## src/rtl/imem_fetch_sequencer.sv

```systemverilog
// imem_fetch_sequencer
//
// Purpose:
//   Owns the single-port instruction memory and sequences its use.
//   - After reset the block sits in BOOT and lends the memory port to a
//     program loader for write-only access.
//   - A one-cycle ld_done pulse moves it permanently into FETCH.
//   - In FETCH it issues sequential word reads for the fetch stage and
//     follows memory-stage redirects.
//   - It honours decode stalls and parks a read that returns while
//     stalled in a skid register, so no instruction is lost or repeated.
//
// Ports:
//   clk, reset               - clock, asynchronous active-high reset
//   ld_valid/ld_ready        - loader write handshake (BOOT only)
//   ld_addr, ld_data         - loader byte address and write data
//   ld_done                  - loader finished (single-cycle pulse)
//   stall                    - decode cannot accept; hold instr outputs
//   redirect, redirect_pc    - taken branch/jump from the memory stage
//   mem_en/rd_en/wr_en       - memory strobes
//   mem_addr, mem_din        - memory word address and write data
//   mem_dout                 - memory read data, valid one cycle after a read
//   instr, pc_out            - registered instruction and its byte PC
//   instr_valid              - instr/pc_out hold a valid instruction
//   load_count               - boot words written, saturating at 8191
//   misalign_err             - sticky flag: an odd redirect target was seen
module imem_fetch_sequencer #(
  parameter int          ADDR_WIDTH = 12,
  parameter logic [15:0] PC_RESET   = 16'h0000,
  parameter logic [15:0] PC_STEP    = 16'd2
) (
  input  logic                  clk,
  input  logic                  reset,
  input  logic                  ld_valid,
  output logic                  ld_ready,
  input  logic [15:0]           ld_addr,
  input  logic [15:0]           ld_data,
  input  logic                  ld_done,
  input  logic                  stall,
  input  logic                  redirect,
  input  logic [15:0]           redirect_pc,
  output logic                  mem_en,
  output logic                  mem_rd_en,
  output logic                  mem_wr_en,
  output logic [ADDR_WIDTH-1:0] mem_addr,
  output logic [15:0]           mem_din,
  input  logic [15:0]           mem_dout,
  output logic [15:0]           instr,
  output logic [15:0]           pc_out,
  output logic                  instr_valid,
  output logic [12:0]           load_count,
  output logic                  misalign_err
);

  typedef enum logic {
    ST_BOOT,
    ST_FETCH
  } state_t;

  localparam logic [12:0] LOAD_COUNT_MAX = 13'h1FFF;

  state_t      state_q, state_d;
  logic [15:0] req_pc_q, req_pc_d;
  logic        inflight_q, inflight_d;
  logic [15:0] inflight_pc_q, inflight_pc_d;
  logic        skid_valid_q, skid_valid_d;
  logic [15:0] skid_q, skid_d;
  logic [15:0] skid_pc_q, skid_pc_d;
  logic [15:0] instr_q, instr_d;
  logic [15:0] pc_out_q, pc_out_d;
  logic        instr_valid_q, instr_valid_d;
  logic [12:0] load_count_q, load_count_d;
  logic        misalign_q, misalign_d;

  logic [15:0]           fpc;
  logic                  issue;
  logic                  mem_en_c;
  logic                  mem_rd_en_c;
  logic                  mem_wr_en_c;
  logic [ADDR_WIDTH-1:0] mem_addr_c;
  logic [15:0]           mem_din_c;

  // Bits of the byte addresses that never reach the word-addressed memory
  // (bit 0 and anything above the memory size) are deliberately dropped.
  logic unused_addr_bits;
  assign unused_addr_bits = ^{ld_addr, fpc[0]};

  // Next-state and memory-port logic. The memory strobes are combinational
  // so a loader write or a fetch read happens in the cycle it is requested.
  always_comb begin
    state_d       = state_q;
    req_pc_d      = req_pc_q;
    inflight_d    = inflight_q;
    inflight_pc_d = inflight_pc_q;
    skid_valid_d  = skid_valid_q;
    skid_d        = skid_q;
    skid_pc_d     = skid_pc_q;
    instr_d       = instr_q;
    pc_out_d      = pc_out_q;
    instr_valid_d = instr_valid_q;
    load_count_d  = load_count_q;
    misalign_d    = misalign_q;

    mem_en_c    = 1'b0;
    mem_rd_en_c = 1'b0;
    mem_wr_en_c = 1'b0;
    mem_addr_c  = '0;
    mem_din_c   = '0;

    // A redirect target always has bit 0 cleared; the odd case is flagged.
    fpc   = redirect ? {redirect_pc[15:1], 1'b0} : req_pc_q;
    issue = 1'b0;

    case (state_q)
      ST_BOOT: begin
        if (ld_valid) begin
          mem_en_c    = 1'b1;
          mem_wr_en_c = 1'b1;
          mem_addr_c  = ld_addr[ADDR_WIDTH:1];
          mem_din_c   = ld_data;
          if (load_count_q != LOAD_COUNT_MAX) begin
            load_count_d = load_count_q + 13'd1;
          end
        end
        if (ld_done) begin
          state_d = ST_FETCH;
        end
      end

      ST_FETCH: begin
        issue = !stall;

        if (redirect && redirect_pc[0]) begin
          misalign_d = 1'b1;
        end

        if (issue) begin
          mem_en_c      = 1'b1;
          mem_rd_en_c   = 1'b1;
          mem_addr_c    = fpc[ADDR_WIDTH:1];
          req_pc_d      = fpc + PC_STEP;
          inflight_d    = 1'b1;
          inflight_pc_d = fpc;
        end else begin
          inflight_d = 1'b0;
        end

        if (redirect) begin
          // Squash whatever was in flight or parked; the target read (if
          // issued this cycle) is the next thing to appear.
          instr_valid_d = 1'b0;
          skid_valid_d  = 1'b0;
          if (stall) begin
            req_pc_d = fpc;
          end
        end else if (!stall) begin
          // A parked read is older than the one returning now, and while
          // anything was parked no read was outstanding, so skid goes first.
          if (skid_valid_q) begin
            instr_d       = skid_q;
            pc_out_d      = skid_pc_q;
            instr_valid_d = 1'b1;
            skid_valid_d  = 1'b0;
          end else if (inflight_q) begin
            instr_d       = mem_dout;
            pc_out_d      = inflight_pc_q;
            instr_valid_d = 1'b1;
          end else begin
            instr_valid_d = 1'b0;
          end
        end else begin
          // Outputs hold; a read returning now would otherwise be lost.
          if (inflight_q) begin
            skid_d       = mem_dout;
            skid_pc_d    = inflight_pc_q;
            skid_valid_d = 1'b1;
          end
        end
      end

      default: begin
        state_d = ST_BOOT;
      end
    endcase
  end

  // All state lives in this one register block.
  always_ff @(posedge clk or posedge reset) begin
    if (reset) begin
      state_q       <= ST_BOOT;
      req_pc_q      <= PC_RESET;
      inflight_q    <= 1'b0;
      inflight_pc_q <= '0;
      skid_valid_q  <= 1'b0;
      skid_q        <= '0;
      skid_pc_q     <= '0;
      instr_q       <= '0;
      pc_out_q      <= '0;
      instr_valid_q <= 1'b0;
      load_count_q  <= '0;
      misalign_q    <= 1'b0;
    end else begin
      state_q       <= state_d;
      req_pc_q      <= req_pc_d;
      inflight_q    <= inflight_d;
      inflight_pc_q <= inflight_pc_d;
      skid_valid_q  <= skid_valid_d;
      skid_q        <= skid_d;
      skid_pc_q     <= skid_pc_d;
      instr_q       <= instr_d;
      pc_out_q      <= pc_out_d;
      instr_valid_q <= instr_valid_d;
      load_count_q  <= load_count_d;
      misalign_q    <= misalign_d;
    end
  end

  // The memory port is forced idle while reset is held, even if the
  // loader happens to be requesting a write at that moment.
  assign mem_en    = mem_en_c & ~reset;
  assign mem_rd_en = mem_rd_en_c & ~reset;
  assign mem_wr_en = mem_wr_en_c & ~reset;
  assign mem_addr  = reset ? '0 : mem_addr_c;
  assign mem_din   = reset ? '0 : mem_din_c;

  assign ld_ready     = (state_q == ST_BOOT);
  assign instr        = instr_q;
  assign pc_out       = pc_out_q;
  assign instr_valid  = instr_valid_q;
  assign load_count   = load_count_q;
  assign misalign_err = misalign_q;

endmodule
```

## config.mk

```make
export PLATFORM = sky130hd
export DESIGN_NAME = imem_fetch_sequencer
export DESIGN_NICKNAME = d
export VERILOG_FILES = /design/src/rtl/imem_fetch_sequencer.sv
export SDC_FILE = /design/constraint.sdc
export NUM_CORES = 1
export LEC_CHECK = 0
export ABC_AREA = 1
export ABC_CLOCK_PERIOD_IN_PS = 8700
export CORE_MARGIN = 2
export CORE_UTILIZATION = 45
export CTS_BUF_LIST = sky130_fd_sc_hd__clkbuf_4 sky130_fd_sc_hd__clkbuf_8
export DETAILED_ROUTE_END_ITERATION = 6
export PLACE_DENSITY = 0.75
export SKIP_CTS_REPAIR_TIMING = 1
export SYNTH_ARGS = -nofsm -noshare
export SYNTH_HDL_FRONTEND = slang
export SYNTH_SLANG_ARGS = --single-unit
```

## constraint.sdc

```tcl
create_clock -name clk -period 8.7 [get_ports clk]
set_clock_uncertainty 0.1 [all_clocks]
set_input_delay 1.74 -clock clk [delete_from_list [all_inputs] [get_ports clk]]
set_output_delay 1.74 -clock clk [all_outputs]
set_load 0.1 [all_outputs]
```

Word-level counts from Yosys, hierarchy flattened
Index checks and enable logic that the tools add are counted.
{"block": "word_totals", "reg_bits": 114, "latch_bits": 0, "ramBits": 0, "mem_bits_ro": 0, "in_bits": 70, "out_inout_bits": 79, "elab_cells": 62, "mem_count": 0}
{"block": "classes", "add_sub_neg": 2, "n_mul": 0, "n_div": 0, "n_lt_le_gt_ge": 0, "eq_ne": 3, "shift": 0, "n_mux": 29, "n_bitwise": 7, "reduce_logical": 9}
{"op": "16-bit two-way mux", "count": 11}
{"op": "12-bit two-way mux", "count": 3}
{"op": "12-bit one-hot mux with 2 select lines", "count": 1}
{"op": "16-bit by 2-bit adder with 16-bit output (second input constant)", "count": 1}
{"op": "13-bit by 1-bit adder with 13-bit output (second input constant)", "count": 1}
{"op": "1-bit two-way mux", "count": 13}
{"op": "13-bit != test (second input constant)", "count": 1}
{"op": "2-bit AND reduction", "count": 4}
{"op": "4-bit AND reduction", "count": 2}
{"op": "1-bit NOT", "count": 4}
{"op": "1-bit AND", "count": 3}
{"op": "3-bit by 1-bit != test with 1-bit output (second input constant)", "count": 1}
{"op": "3-bit AND reduction", "count": 1}
{"op": "2-bit by 1-bit != test with 1-bit output (second input constant)", "count": 1}
{"op": "1-bit one-hot mux with 2 select lines", "count": 1}
{"op": "2-bit nonzero test", "count": 1}
{"op": "1-bit logical AND", "count": 1}

Logic depth before layout (Yosys ltp)
Gate-level depths: netlist of the first run.
{"block": "depth", "word_depth": 5, "depth_mapped": 14, "depth_no_buf": 12}

Worst setup path after synthesis of the first run
Ideal clock, no wire load.
{"block": "synth_timing", "kind": "input to output", "startpoint": "input redirect", "endpoint": "output mem_addr[11]", "arrival_time_ns": 4.388, "required_time_ns": 6.860, "slack_ns": 2.472, "cell_stages": 5, "n_path_buf": 2, "cell_sequence": "buf_6 buf_12 o21ai_2 nand2_1 o21ai_0"}
{"block": "synth_via", "elab_chain_len": 4}
{"item": "from (decl)", "line": "40", "source": "input logic redirect,"}
{"item": "16-bit two-way mux", "line": "111", "source": "fpc = redirect ? {redirect_pc[15:1], 1'b0} : req_pc_q;"}
{"item": "12-bit two-way mux", "line": "137", "source": "if (issue) begin"}
{"item": "12-bit one-hot mux with 2 select lines", "line": "114", "source": "case (state_q)"}
{"item": "12-bit two-way mux", "line": "223", "source": "assign mem_addr = reset ? '0 : mem_addr_c;"}
{"item": "to (decl)", "line": "45", "source": "output logic [ADDR_WIDTH-1:0] mem_addr,"}
No other way between the ends.

Worst setup path after layout of the first run
{"block": "layout_timing", "startpoint": "input reset", "endpoint": "output mem_din[3]"}
{"block": "layout_via", "elab_chain_len": 1}
{"item": "from (decl)", "line": "33", "source": "input logic reset,"}
{"item": "16-bit two-way mux", "line": "224", "source": "assign mem_din = reset ? '0 : mem_din_c;"}
{"item": "to (decl)", "line": "46", "source": "output logic [15:0] mem_din,"}
No other way between the ends.

==> results of run 1 <==
-- kinds of logic (layout without fill, tap and decap cells) --
kind of cell / after synthesis / count (layout)
multiplexers: 17 / 17
adder cells (fa/ha/maj): 2 / 2
AND/OR/NAND/NOR: 338 / 338
AO/OA/AOI/OAI: 118 / 118
XOR/XNOR: 9 / 9
buffers and inverters: 110 / 256
flip-flops: 114 / 114
-- layout make-up --
| cell class | instances | area, sq um |
|---|---|---|
| multi-input cells | 484 | 2390 |
| clock inverters | 11 | 208 |
| flip-flops and latches | 114 | 2850 |
| well taps | 172 | 215 |
| fillers | 1097 | 4810 |
| repair buffers | 149 | 1480 |
| clock buffers | 20 | 269 |
| inverters | 76 | 293 |
-- cell usage after synthesis (all sizes together) --
| cell | count |
|---|---|
| a21oi | 5 |
| nand2 | 223 |
| nor3 | 4 |
| buf | 22 |
| xnor2 | 3 |
| o21bai | 2 |
| a31o | 1 |
| xor2 | 6 |
| inv | 76 |
| ha | 2 |
| o21a | 1 |
| nor2 | 80 |
| o211ai | 1 |
| or2 | 1 |
| clkbuf | 12 |
| nand3 | 22 |
| nand4 | 6 |
| a31oi | 32 |
| mux2 | 17 |
| o22ai | 2 |
| nand3b | 2 |
| o21ai | 74 |
| dfrtp | 114 |
-- registers in the layout, summed over array words and instances (netlist names) --
| register | count |
|---|---|
| skid_valid_q | 1 |
| inflight_q | 1 |
| misalign_err | 1 |
| state_q | 1 |
| skid_pc_q | 16 |
| req_pc_q | 16 |
| instr_valid | 1 |
| pc_out | 16 |
| load_count | 13 |
| inflight_pc_q | 16 |
| instr | 16 |
| skid_q | 16 |
-- where the power goes --
group	internal (uW)	leakage (uW)	switching, uW
logic	152	0.00190	425
clock network	385	0.000242	210
registers	611	0.00136	44.7
total	1150	0.00350	680
-- worst paths after layout --
path	to	slack [ns]
worst max-delay path	mem_din[3]	1.70
worst min-delay path	misalign_err	0.39
worst max register to register	pc_out[5]	6.22
worst min register to register	misalign_err	0.39
max in group asynchronous	state_q	5.14
min in group asynchronous	skid_pc_q[7]	2.16
-- routing by layer --
layer,wire length [microns],vias to the layer above,share of wire [%],global-route usage (%)
met4,143,0,0.99,7.06
met1,6490,2387,45,30.0
met2,7020,146,49,35.3
met5,0,-,0,0
met3,780,14,5.4,5.41
li1,-,2529,-,-
-- through the flow --
stage | utilization [%] | power (uW) | worst slack [ns]
floorplan | - | 1090 | 2.47
global placement | 57.8 | 1230 | 1.80
detailed placement | 57.8 | 1240 | 1.74
CTS | 61.6 | 1840 | 1.72
global route | 61.6 | 1910 | 1.41
finish | 61.6 | 1830 | 1.70
-- critical path, cell delays in order --
cell,delay [ns]
clkdlybuf4s50_1,0.74
nor2_1,0.84
inv_1,0.46
nor2_1,0.22
clkdlybuf4s50_1,1.16
==> impl_metrics.json, run 1 <==
{
  "outcome": "completed",
  "crit_arrival_ns": 5.16,
  "vias_per_cell": 4.95,
  "dp_hpwl_microns": 10000,
  "antenna_found_initial": 0,
  "drt-wirelength-per-cell_microns": 14.1,
  "p_leak_uw": 0.00350,
  "grt_max_degree": 65,
  "maxSlewHeadroom_pct": 29.9,
  "synth_warnings": 0,
  "endpoint_kind": "primary output",
  "portBuffers": 144,
  "synth-seq-cells": 114,
  "synthAdderAreaFrac_pct": 0.436,
  "start_kind": "primary input",
  "fin_cells": 1026,
  "clkTransAtPathRegs_ns": 0.07,
  "yosysTopAreaCell": "dfrtp_1",
  "overflow": 0,
  "dpl_cell_area_sq_um": 7230,
  "peakVddDrop_mv": 0.104,
  "maxCapViolCount": 0,
  "cts_buffer_depth": 2,
  "whs_ns": 0.388,
  "crit_start": "reset",
  "core_area_sq_um": 12500,
  "tritoncts": "yes",
  "final_cell_mix": "nand2_1 (214), clkdlybuf4s50_1 (144), dfrtp_1 (114)",
  "layout_commonest_cell": "nand2_1",
  "min_from": "misalign_err",
  "root_buffer": "clkbuf_8",
  "die_y_microns": 117,
  "gp_congestion": 0.919,
  "synth_top_family_by_area": "simple AND/OR/NAND/NOR gates",
  "fin_tns_setup_ns": 0,
  "ant_nets": 0,
  "cts_made_buffers": 17,
  "drive_above_1_share_pct": 8.90,
  "syn2layout_area_growth_pct": 34.3,
  "synthMuxAreaShare_pct": 3.33,
  "timing.rr.start": "state_q",
  "start_util_pct": 45.9,
  "syn_area_sq_um": 5740,
  "dr.pass1.iters": 5,
  "rsz0062_at_grt": "no",
  "final_cell_area_sq_um": 7710,
  "postSynthAreaPerCell_sq_um": 8.11,
  "diodes": 0,
  "synth-xor-area-share_pct": 1.37,
  "worstPathRequired_ns": 6.86,
  "die_area_sq_um": 13700,
  "synth_top_area_share_pct": 49.7,
  "yosysSeqAreaShare_pct": 49.7,
  "finalHoldViolCount": 0,
  "synth-simple-area-share_pct": 24.4,
  "crit_type": "in -> out",
  "cts_sinks": 114,
  "hold_depth": 1,
  "synthCells": 708,
  "fmax_mhz": 143,
  "reg2reg_depth": 7,
  "track_usage_pct": 22.1,
  "p_per_area_nw_per_um2": 237,
  "synth_compound_area_share_pct": 12.1,
  "via_count": 5076,
  "route.detailed.drc": 0,
  "nNetsFinal": 914,
  "layout_min_cycle_time_ns": 7.00,
  "io_pins": 149,
  "hold_class": "reg -> reg",
  "die_w_microns": 117,
  "cp_max_fo": 16,
  "finalSetupViolations": 0,
  "dp.cells": 995,
  "grt_pass1_wl_microns": 23600,
  "grt_pass1_vias": 4962,
  "synth_fp_nets": 780,
  "synth.area.top_cells": "dfrtp_1 (50%), nand2_1 (14%), inv_1 (4.7%)",
  "initialDrtViolationCount": 399,
  "period_share_pct": 80.5,
  "tightest_slew_ns": 1.05,
  "slew_viol_final": 0,
  "clk_latency_ns": 0.43,
  "htreeDepth": 4,
  "row_count": 41,
  "yosysUniqueCellTypes": 37,
  "drt-total-wl_microns": 14400
}
Power figures use the tool's default switching activity.
==> inputs of run 2 (changes only) <==
Settings changed: ABC_CLOCK_PERIOD_IN_PS 8700 to 6500.
Clock period 8.7 ns to 6.5 ns, I/O delays scaled along.
==> run 2 against run 1 <==
First-iteration DRC count down 12%; sequential share of layout area up 0.59 points; flip-flop and latch count unchanged; die area unchanged; register-to-register slack worse by 3.2 ns; global-route usage down 0.49 points; combinational power up 33%; final area down 1.6%; final cell count up 0.19%.
==> impl_metrics.json, run 2 (synthesized netlist as in run 1, its figures left out) <==
{
  "slew_viol_final": 0,
  "outcome": "completed",
  "io_pins": 149,
  "cp_max_fo": 19,
  "crit_chain": "clkdlybuf4s50_1, buf_4, nand2_1, o21ai_1, nand2_1, o21ai_0, buf_4",
  "cts_sinks": 114,
  "portBuffers": 144,
  "timing.rr.start": "state_q",
  "max_stage_delay_ns": 1.15,
  "p_per_area_nw_per_um2": 310,
  "initialDrtViolationCount": 353,
  "root_buffer": "clkbuf_8",
  "nNetsFinal": 915,
  "diodes": 0,
  "cp.buffers_inverters": 3,
  "clk_latency_ns": 0.43,
  "peakVddDrop_mv": 0.113,
  "whs_ns": 0.381,
  "fin_util_pct": 60.6,
  "maxCapViolCount": 0,
  "finalHoldViolCount": 0,
  "min_from": "misalign_err",
  "overflow": 0,
  "gp_congestion": 0.883,
  "clkTransAtPathRegs_ns": 0.07,
  "syn2layout_area_growth_pct": 32.2,
  "die_w_microns": 117,
  "tritoncts": "yes",
  "fmax_mhz": 200,
  "cp_slowest_cell": "clkdlybuf4s50_1",
  "final_cell_area_sq_um": 7590,
  "tightest_slew_ns": 1.07,
  "critPathTopFamily": "buffers and inverters",
  "start_util_pct": 45.9,
  "vias_per_cell": 4.97,
  "grt_pass1_vias": 4796,
  "hold_class": "reg -> reg",
  "crit_arrival_ns": 3.61,
  "dr.pass1.iters": 5,
  "maxSlewHeadroom_pct": 28.7,
  "drive_above_1_share_pct": 12.7,
  "layout_commonest_cell": "nand2_1",
  "route.detailed.drc": 0,
  "crit_type": "in -> out",
  "final_cell_mix": "nand2_1 (214), dfrtp_1 (114), clkdlybuf4s50_1 (113)",
  "fin_tns_setup_ns": 0,
  "worstPathRequired_ns": 5.10,
  "die_y_microns": 117,
  "cts_made_buffers": 17,
  "endpoint_kind": "primary output",
  "rsz0062_at_grt": "no",
  "min_to": "misalign_err",
  "grt_pass1_wl_microns": 23000,
  "reg2reg_slack_ns": 3.04,
  "reg2reg_depth": 7,
  "drt-total-wl_microns": 14200,
  "antenna_found_initial": 0,
  "grt_max_degree": 81,
  "hold_depth": 1,
  "period_share_pct": 77.1,
  "row_count": 41,
  "core_area_sq_um": 12500,
  "layout_min_cycle_time_ns": 5.01,
  "cts_buffer_depth": 2,
  "p_leak_uw": 0.00354,
  "htreeDepth": 4,
  "start_kind": "primary input",
  "drt-wirelength-per-cell_microns": 13.8,
  "track_usage_pct": 21.6,
  "via_count": 5113,
  "ant_nets": 0,
  "r2r-end": "pc_out[8]",
  "finalSetupViolations": 0,
  "dpl_cell_area_sq_um": 7160,
  "fill_cells": 1142,
  "dp_hpwl_microns": 9930,
  "die_area_sq_um": 13700
}
==> run 2: cell count changes in the layout (fill, tap and decap cells not counted) <==
cell | before | now
buf_4 | 5 | 37
clkdlybuf4s50_1 | 144 | 113
clkinv_2 | 4 | 5
clkinvlp_4 | 1 | 2
clkbuf_8 | 19 | 21
bufinv_16 | 6 | 3
==> run 2: how the worst max path moves through the flow <==
stage / from / endpoint / cells past startpoint
after CTS: redirect / mem_addr[10] / 7
final: redirect / mem_addr[10] / 7
after floorplan: redirect / mem_addr[11] / 5
after global placement: redirect / mem_addr[2] / 7
after detailed placement: redirect / mem_addr[2] / 7
after global routing: redirect / mem_addr[10] / 7
==> run 2: report_power, final <==
part | switching, uW | internal, uW
clock | 285 | 421
combinational | 565 | 202
sequential | 61.7 | 817
total | 912 | 1440
==> run 2: area by class of cell <==
cell class / count / area, sq um / share of cell area [%]
Sequential cell: 114 / 2850 / 37.6
Multi-Input combinational cell: 484 / 2390 / 31.5
Timing Repair Buffer: 150 / 1410 / 18.6
Clock buffer: 22 / 297 / 3.91
Inverter: 76 / 293 / 3.86
Tap cell: 172 / 215 / 2.84
Clock inverter: 10 / 130 / 1.71
==> run 2: through the flow <==
| step | power (uW) | std cells | setup slack, ns |
|---|---|---|---|
| 3_3_place_gp | 1650 | 996 | 1.56 |
| 6_report | 2350 | 1028 | 1.49 |
| 4_1_cts | 2370 | 1028 | 1.52 |
| 5_1_grt | 2450 | 1028 | 1.34 |
| 3_5_place_dp | 1660 | 996 | 1.53 |
| 2_1_floorplan | 1450 | 708 | 1.15 |
==> run 2: worst reg2reg max path, delay by kind of cell, from the launching register on <==
family                 cells  cell delay [ns]
buffers and inverters      2             0.68
and+or+nand+nor            4             1.52
DFF                        1             0.92
AOI/OAI and AO/OA          1             0.15
==> run 2: per-layer routing <==
layer	part of all wire (%)	track usage, %
met5	0	0
met1	46	29.5
met4	1.5	7.45
met2	48	34.4
met3	4.2	4.84
